## src/rtl/ipa_cfg_launcher.sv

```systemverilog
// Launches one IPA job over the config bus: write COMMAND, poll STATUS until bit 0
// is set, clear STATUS, then pulse done (or pulse error on timeout / ID mismatch).
//
// state    | meaning
// ---------+----------------------------------------------------
// IDLE     | waiting for start
// CMD_REQ  | write of cmd to COMMAND presented, waiting for gnt
// CMD_RSP  | COMMAND write granted, waiting for valid
// POLL_REQ | STATUS read presented, waiting for gnt
// POLL_RSP | STATUS read granted, waiting for valid
// GAP      | idle spacing between STATUS polls
// CLR_REQ  | write of 0 to STATUS presented, waiting for gnt
// CLR_RSP  | STATUS clear granted, waiting for valid
module ipa_cfg_launcher #(
  parameter int                    DATA_WIDTH  = 32,
  parameter int                    ADDR_WIDTH  = 32,
  parameter int                    BE_WIDTH    = 4,
  parameter logic [ADDR_WIDTH-1:0] BASE_ADDR   = '0,
  parameter int                    POLL_GAP    = 8,
  parameter int                    MAX_POLLS   = 1024,
  parameter int                    RSP_TIMEOUT = 16
) (
  input  logic                  clk,
  input  logic                  rst_n,
  input  logic                  start,
  input  logic [DATA_WIDTH-1:0] cmd,
  output logic                  busy,
  output logic                  done,
  output logic                  error,
  output logic [1:0]            err_code,
  output logic                  m_ipa_cfg_req,
  output logic [ADDR_WIDTH-1:0] m_ipa_cfg_add,
  output logic                  m_ipa_cfg_wen,
  output logic [DATA_WIDTH-1:0] m_ipa_cfg_wdata,
  output logic [BE_WIDTH-1:0]   m_ipa_cfg_be,
  output logic [4:0]            m_ipa_cfg_id,
  input  logic                  m_ipa_cfg_gnt,
  input  logic [DATA_WIDTH-1:0] m_ipa_cfg_rdata,
  input  logic                  m_ipa_cfg_valid,
  input  logic [4:0]            m_ipa_cfg_r_id
);

  localparam int GAP_W  = $clog2(POLL_GAP) + 1;
  localparam int RSP_W  = $clog2(RSP_TIMEOUT) + 1;
  localparam int POLL_W = $clog2(MAX_POLLS + 1);

  localparam logic [ADDR_WIDTH-1:0] CMD_ADDR    = BASE_ADDR;
  localparam logic [ADDR_WIDTH-1:0] STATUS_ADDR = BASE_ADDR + ADDR_WIDTH'(4);

  localparam logic [GAP_W-1:0]  GAP_LOAD = GAP_W'(POLL_GAP - 1);
  localparam logic [RSP_W-1:0]  RSP_LOAD = RSP_W'(RSP_TIMEOUT - 1);
  localparam logic [POLL_W-1:0] POLL_MAX = POLL_W'(MAX_POLLS);

  localparam logic [1:0] ERR_POLL = 2'b01;
  localparam logic [1:0] ERR_ID   = 2'b10;
  localparam logic [1:0] ERR_RSP  = 2'b11;

  typedef enum logic [2:0] {
    IDLE,
    CMD_REQ,
    CMD_RSP,
    POLL_REQ,
    POLL_RSP,
    GAP,
    CLR_REQ,
    CLR_RSP
  } state_t;

  state_t                state_q, state_d;
  logic                  req_q, req_d;
  logic [ADDR_WIDTH-1:0] add_q, add_d;
  logic                  wen_q, wen_d;
  logic [DATA_WIDTH-1:0] wdata_q, wdata_d;
  logic [4:0]            id_q, id_d;
  logic [4:0]            issued_q, issued_d;
  logic                  busy_q, busy_d;
  logic                  done_q, done_d;
  logic                  error_q, error_d;
  logic [1:0]            err_code_q, err_code_d;
  logic [POLL_W-1:0]     poll_q, poll_d;
  logic [GAP_W-1:0]      gap_q, gap_d;
  logic [RSP_W-1:0]      rsp_q, rsp_d;

  logic                  abort;
  logic [1:0]            abort_code;
  logic                  launch_rd;
  logic                  launch_clr;

  // Only the STATUS ready flag is consumed from read data.
  logic                  unused_rdata;
  assign unused_rdata = ^m_ipa_cfg_rdata[DATA_WIDTH-1:1];

  always_ff @(posedge clk) begin
    if (!rst_n) begin
      state_q    <= IDLE;
      req_q      <= 1'b0;
      add_q      <= '0;
      wen_q      <= 1'b0;
      wdata_q    <= '0;
      id_q       <= '0;
      issued_q   <= '0;
      busy_q     <= 1'b0;
      done_q     <= 1'b0;
      error_q    <= 1'b0;
      err_code_q <= 2'b00;
      poll_q     <= '0;
      gap_q      <= '0;
      rsp_q      <= '0;
    end else begin
      state_q    <= state_d;
      req_q      <= req_d;
      add_q      <= add_d;
      wen_q      <= wen_d;
      wdata_q    <= wdata_d;
      id_q       <= id_d;
      issued_q   <= issued_d;
      busy_q     <= busy_d;
      done_q     <= done_d;
      error_q    <= error_d;
      err_code_q <= err_code_d;
      poll_q     <= poll_d;
      gap_q      <= gap_d;
      rsp_q      <= rsp_d;
    end
  end

  always_comb begin
    state_d    = state_q;
    req_d      = req_q;
    add_d      = add_q;
    wen_d      = wen_q;
    wdata_d    = wdata_q;
    id_d       = id_q;
    issued_d   = issued_q;
    busy_d     = busy_q;
    done_d     = 1'b0;
    error_d    = 1'b0;
    err_code_d = err_code_q;
    poll_d     = poll_q;
    gap_d      = gap_q;
    rsp_d      = rsp_q;
    abort      = 1'b0;
    abort_code = 2'b00;
    launch_rd  = 1'b0;
    launch_clr = 1'b0;

    case (state_q)
      IDLE: begin
        if (start) begin
          state_d    = CMD_REQ;
          req_d      = 1'b1;
          add_d      = CMD_ADDR;
          wen_d      = 1'b0;
          wdata_d    = cmd;
          busy_d     = 1'b1;
          err_code_d = 2'b00;
          poll_d     = '0;
        end
      end

      CMD_REQ, POLL_REQ, CLR_REQ: begin
        if (req_q && m_ipa_cfg_gnt) begin
          req_d    = 1'b0;
          issued_d = id_q;
          id_d     = id_q + 5'd1;
          rsp_d    = RSP_LOAD;
          state_d  = (state_q == CMD_REQ)  ? CMD_RSP  :
                     (state_q == POLL_REQ) ? POLL_RSP : CLR_RSP;
          if (state_q == POLL_REQ) poll_d = poll_q + POLL_W'(1);
        end
      end

      CMD_RSP, POLL_RSP, CLR_RSP: begin
        if (m_ipa_cfg_valid) begin
          if (m_ipa_cfg_r_id != issued_q) begin
            abort      = 1'b1;
            abort_code = ERR_ID;
          end else if (state_q == CMD_RSP) begin
            launch_rd = 1'b1;
          end else if (state_q == CLR_RSP) begin
            state_d = IDLE;
            done_d  = 1'b1;
            busy_d  = 1'b0;
          end else if (m_ipa_cfg_rdata[0]) begin
            launch_clr = 1'b1;
          end else if (poll_q == POLL_MAX) begin
            abort      = 1'b1;
            abort_code = ERR_POLL;
          end else begin
            state_d = GAP;
            gap_d   = GAP_LOAD;
          end
        end else if (rsp_q == '0) begin
          abort      = 1'b1;
          abort_code = ERR_RSP;
        end else begin
          rsp_d = rsp_q - RSP_W'(1);
        end
      end

      GAP: begin
        if (gap_q == '0) launch_rd = 1'b1;
        else             gap_d     = gap_q - GAP_W'(1);
      end

      default: state_d = IDLE;
    endcase

    if (launch_rd) begin
      state_d = POLL_REQ;
      req_d   = 1'b1;
      add_d   = STATUS_ADDR;
      wen_d   = 1'b1;
      wdata_d = '0;
    end

    if (launch_clr) begin
      state_d = CLR_REQ;
      req_d   = 1'b1;
      add_d   = STATUS_ADDR;
      wen_d   = 1'b0;
      wdata_d = '0;
    end

    // An abort never issues the STATUS clear; the job is simply dropped.
    if (abort) begin
      state_d    = IDLE;
      req_d      = 1'b0;
      busy_d     = 1'b0;
      error_d    = 1'b1;
      err_code_d = abort_code;
    end
  end

  assign busy            = busy_q;
  assign done            = done_q;
  assign error           = error_q;
  assign err_code        = err_code_q;
  assign m_ipa_cfg_req   = req_q;
  assign m_ipa_cfg_add   = add_q;
  assign m_ipa_cfg_wen   = wen_q;
  assign m_ipa_cfg_wdata = wdata_q;
  assign m_ipa_cfg_be    = '1;
  assign m_ipa_cfg_id    = id_q;

endmodule
```

## config.mk

```make
export PLATFORM = sky130hd
export DESIGN_NAME = ipa_cfg_launcher
export DESIGN_NICKNAME = d
export VERILOG_FILES = /design/src/rtl/ipa_cfg_launcher.sv
export SDC_FILE = /design/constraint.sdc
export NUM_CORES = 1
export LEC_CHECK = 0
export CORE_MARGIN = 4
export CORE_UTILIZATION = 60
export CTS_CLUSTER_DIAMETER = 80
export DETAILED_ROUTE_END_ITERATION = 10
export DONT_BUFFER_PORTS = 1
export GPL_TIMING_DRIVEN = 1
export PLACE_DENSITY = 0.76
export SYNTH_ARGS = -nofsm -noshare
export SYNTH_HDL_FRONTEND = slang
export SYNTH_SLANG_ARGS = --single-unit
```

## constraint.sdc

```tcl
create_clock -name clk -period 2.7 [get_ports clk]
set_input_delay 0.54 -clock clk [delete_from_list [all_inputs] [get_ports clk]]
set_output_delay 0.54 -clock clk [all_outputs]
set_load 0.1 [all_outputs]
```

==> reports/metrics.csv <==
stage;metric;value;unit
sta;relSlewSlack;34.44;%
route;vias;2852;
global_route;grt_usage;19.61;%
power;pwr-share-seq;41.4;%
finish;final_common_cell;nand2_1;
route;drc;0;
synth;synth_area;3806;µm²
hold_path;min_from;m_ipa_cfg_valid;
job;drv_cap;0;
global_route;grt_pass1_vias;2673;
finish;syn2layout_area_growth;5.194;%
floorplanning;coreArea;6026;µm²
synth;yosysWarnings;0;
critical_path;path_class;flip-flop to flip-flop;
clocking;root_buffer;clkbuf_8;
sta;setup_tns;0;ns
synth;async_flop_share;0;%
route;wl;7.672;mm
clocking;numCtsBuffers;9;
hold_path;min_path_cells;1;
power;power.switching;2.138;mW
critical_path;cp_data_required_time;2.95;ns
sta;worst_pin_slew;0.9820;ns
clocking;clkLatencyLatePin;0.35;ns
sta;hold_viol;0;
synth;synth_top_area_share;38.40;%
synth;synth_cell_types;65;
route;wl_per_cell;14.42;µm
synth;syn_inst;429;
critical_path;critPathMaxFanout;22;
finish;diodes;0;
finish;layout_common_cells;nand2_1 (85), dfxtp_1 (73), buf_4 (36);
finish;fin_util;66.45;%
global_route;grt_start_max_net_pins;33;
power;intPower;2.109;mW
critical_path;critPathLaunchType;flip-flop;
place;portBuffers;0;
finish;drive_above_1_share;21.44;%
place;dp_hpwl;5.626;mm
floorplanning;start_util;63.16;%
finish;nNetsFinal;532;
global_route;grt_pass1_wl;11.99;mm
finish;seqCellArea;1461;µm²
synth;ys_ff_latch;73;
finish;multi_input_area;1923;µm²
sta;setup-violations-final;0;
synth;synth_area_per_cell;8.872;µm²
critical_path;critical_path_arrival;2.49;ns
clocking;cts_num_sinks;73;
sta;whs;0.2990;ns
floorplanning;pin_count;154;
sta;skew;0.008331;ns
power;leakage;1.593;nW
power;clockPowerShare;19.9;%
critical_path;regToRegStartpoint;state_q[0];
global_route;grt_overflow;0;
floorplanning;dieArea;7682;µm²
route;viasPerCell;5.361;
hold_path;hp-class;input port to flip-flop;
route;dr.pass1.iters;4;
sta;fin_crit_sh;83.03;%
clocking;htree_num_levels;3;
power;ir_drop;0.6631;mV
clocking;max-clock-path-buffers;2;
place;routabilityCongestion;0.8560;
floorplanning;rows;28;
sta;rsz0062_at_grt;no;
power;switching_share;50.34;%
critical_path;r2r_cells;6;
floorplanning;die_y;87.65;µm
clocking;post_cts.repair.setup_buffers;0;
critical_path;cp-end-kind;flip-flop;
sta;min_period;2.242;ns
power;power;4.248;mW
synth;synth_edf_count;0;
synth;yosysTopAreaCell;dfxtp_1;
clocking;hold_buffers;0;
finish;fillers;506;
global_route;antenna_found_initial;0;
synth;ys.flop_type;dfxtp_1;
outcome;status;finished, final reports clean;
sta;drv_slew;0;
critical_path;rrSetupSlack;0.46;ns
clocking;tritoncts;built;
route;ant_nets;0;
clocking;ctsResizeCount;0;
synth;synth_area_leaders;dfxtp_1 (38%), nand2_1 (8.4%), buf_4 (7.3%);
power;combPwrFrac;38.8;%
sta;timing.fmax;0.4461;GHz
clocking;clk_pin_slew;0.08;ns
critical_path;rr_endpoint;rsp_q[3];
synth;yosysSeqAreaShare;38.40;%
hold_path;min_to;err_code[0];
route;drt_iter0_drc;149;
power;p_per_area;1061;nW/µm²
floorplanning;die_w;87.65;µm
-- critical path: stages, from the launching register on --
cell and delay (ns):
dfxtp_1 0.77, and3b_1 0.27, o21ai_1 0.35, o221ai_2 0.26, nor4_2 0.22, xor2_1 0.10, o21a_1 0.17
-- worst max-delay path by stage --
stage,start,endpoint,slack [ns],cells after the start
floorplan,m_ipa_cfg_req,poll_q[8],0.50,6
global placement,state_q[0],rsp_q[3],0.55,6
detailed placement,state_q[0],rsp_q[3],0.49,6
CTS,state_q[0],rsp_q[3],0.47,6
global route,state_q[0],rsp_q[3],0.30,6
finish,state_q[0],rsp_q[3],0.46,6
-- synthesized netlist by cell type, types with 2 or more instances --
| cell type | number |
|---|---|
| nand2_1 | 85 |
| nor4b_1 | 2 |
| o211a_1 | 3 |
| clkbuf_1 | 3 |
| a21oi_1 | 13 |
| dfxtp_1 | 73 |
| ha_1 | 6 |
| buf_12 | 3 |
| and4_1 | 2 |
| o21ai_1 | 2 |
| nor4_2 | 2 |
| a32oi_1 | 2 |
| nor2b_1 | 4 |
| nor3_1 | 7 |
| nand3_1 | 6 |
| inv_1 | 9 |
| clkbuf_8 | 6 |
| buf_6 | 4 |
| and2b_2 | 2 |
| nor2_1 | 31 |
| o22ai_1 | 2 |
| and3_1 | 2 |
| xor2_1 | 13 |
| nand4_1 | 8 |
| nand2b_1 | 4 |
| conb_1 | 2 |
| and2_1 | 2 |
| mux2i_1 | 6 |
| o21a_1 | 2 |
| buf_2 | 4 |
| xnor2_1 | 10 |
| nor3b_1 | 2 |
| buf_4 | 37 |
| a21oi_2 | 30 |
| o21ai_0 | 7 |
| a211oi_1 | 2 |
| a31oi_1 | 3 |
-- cells by family (layout without fill, tap and decap cells) --
| logic type | count (synthesis) | count (layout) | synth area share (%) |
|---|---|---|---|
| AOI/OAI and AO/OA | 81 | 81 | 16.70 |
| xor gates and xnor gates | 23 | 23 | 5.292 |
| muxes | 6 | 6 | 1.578 |
| adders and majority gates | 6 | 6 | 1.972 |
| other | 2 | 35 | 0.1973 |
| and+or+nand+nor | 169 | 169 | 21.40 |
| buffers and inverters | 69 | 64 | 14.46 |
| DFF | 73 | 73 | 38.40 |
-- area by class of cell --
cell class	count	area share (%)
flip-flops and latches	73	36.50
inverters	11	1.031
well taps	75	2.344
clock inverters	6	1.656
multi-input cells	320	48.03
repair buffers	37	7.250
clock buffers	10	3.187
-- sequential cells by signal, indices dropped and copies added, names as in the netlist --
register         flops
busy                 1
state_q              3
poll_q              11
gap_q                4
m_ipa_cfg_add        1
rsp_q                5
err_code             2
m_ipa_cfg_wen        1
m_ipa_cfg_id         5
error                1
m_ipa_cfg_req        1
m_ipa_cfg_wdata     32
issued_q             5
done                 1
-- layer usage --
metal  routed length (µm)  track usage (%)  vias up
met3                  694            7.714        6
met4                   60            5.858        0
met2                 3811            33.77       92
met1                 3106            22.45     1333
met5                    0                0        -
li1                     -                -     1421
-- through the flow --
step	std cells	instance area, µm²	setup WS, ns
after detailed placement	516	3810	0.4913
after floorplan	462	3930	0.4995
final	532	4004	0.4582
after global placement	516	3810	0.5525
after CTS	532	4004	0.4725
after global routing	532	4004	0.2987
-- power groups by stage --
stage / Sequential [mW] / Clock, mW / Combinational (mW)
global placement: 1.77 / 0 / 1.61
global route: 1.78 / 0.915 / 1.76
CTS: 1.76 / 0.864 / 1.65
finish: 1.76 / 0.843 / 1.65
detailed placement: 1.78 / 0 / 1.64
floorplan: 2.12 / 0 / 1.17
(Power assumes the default switching activity.)
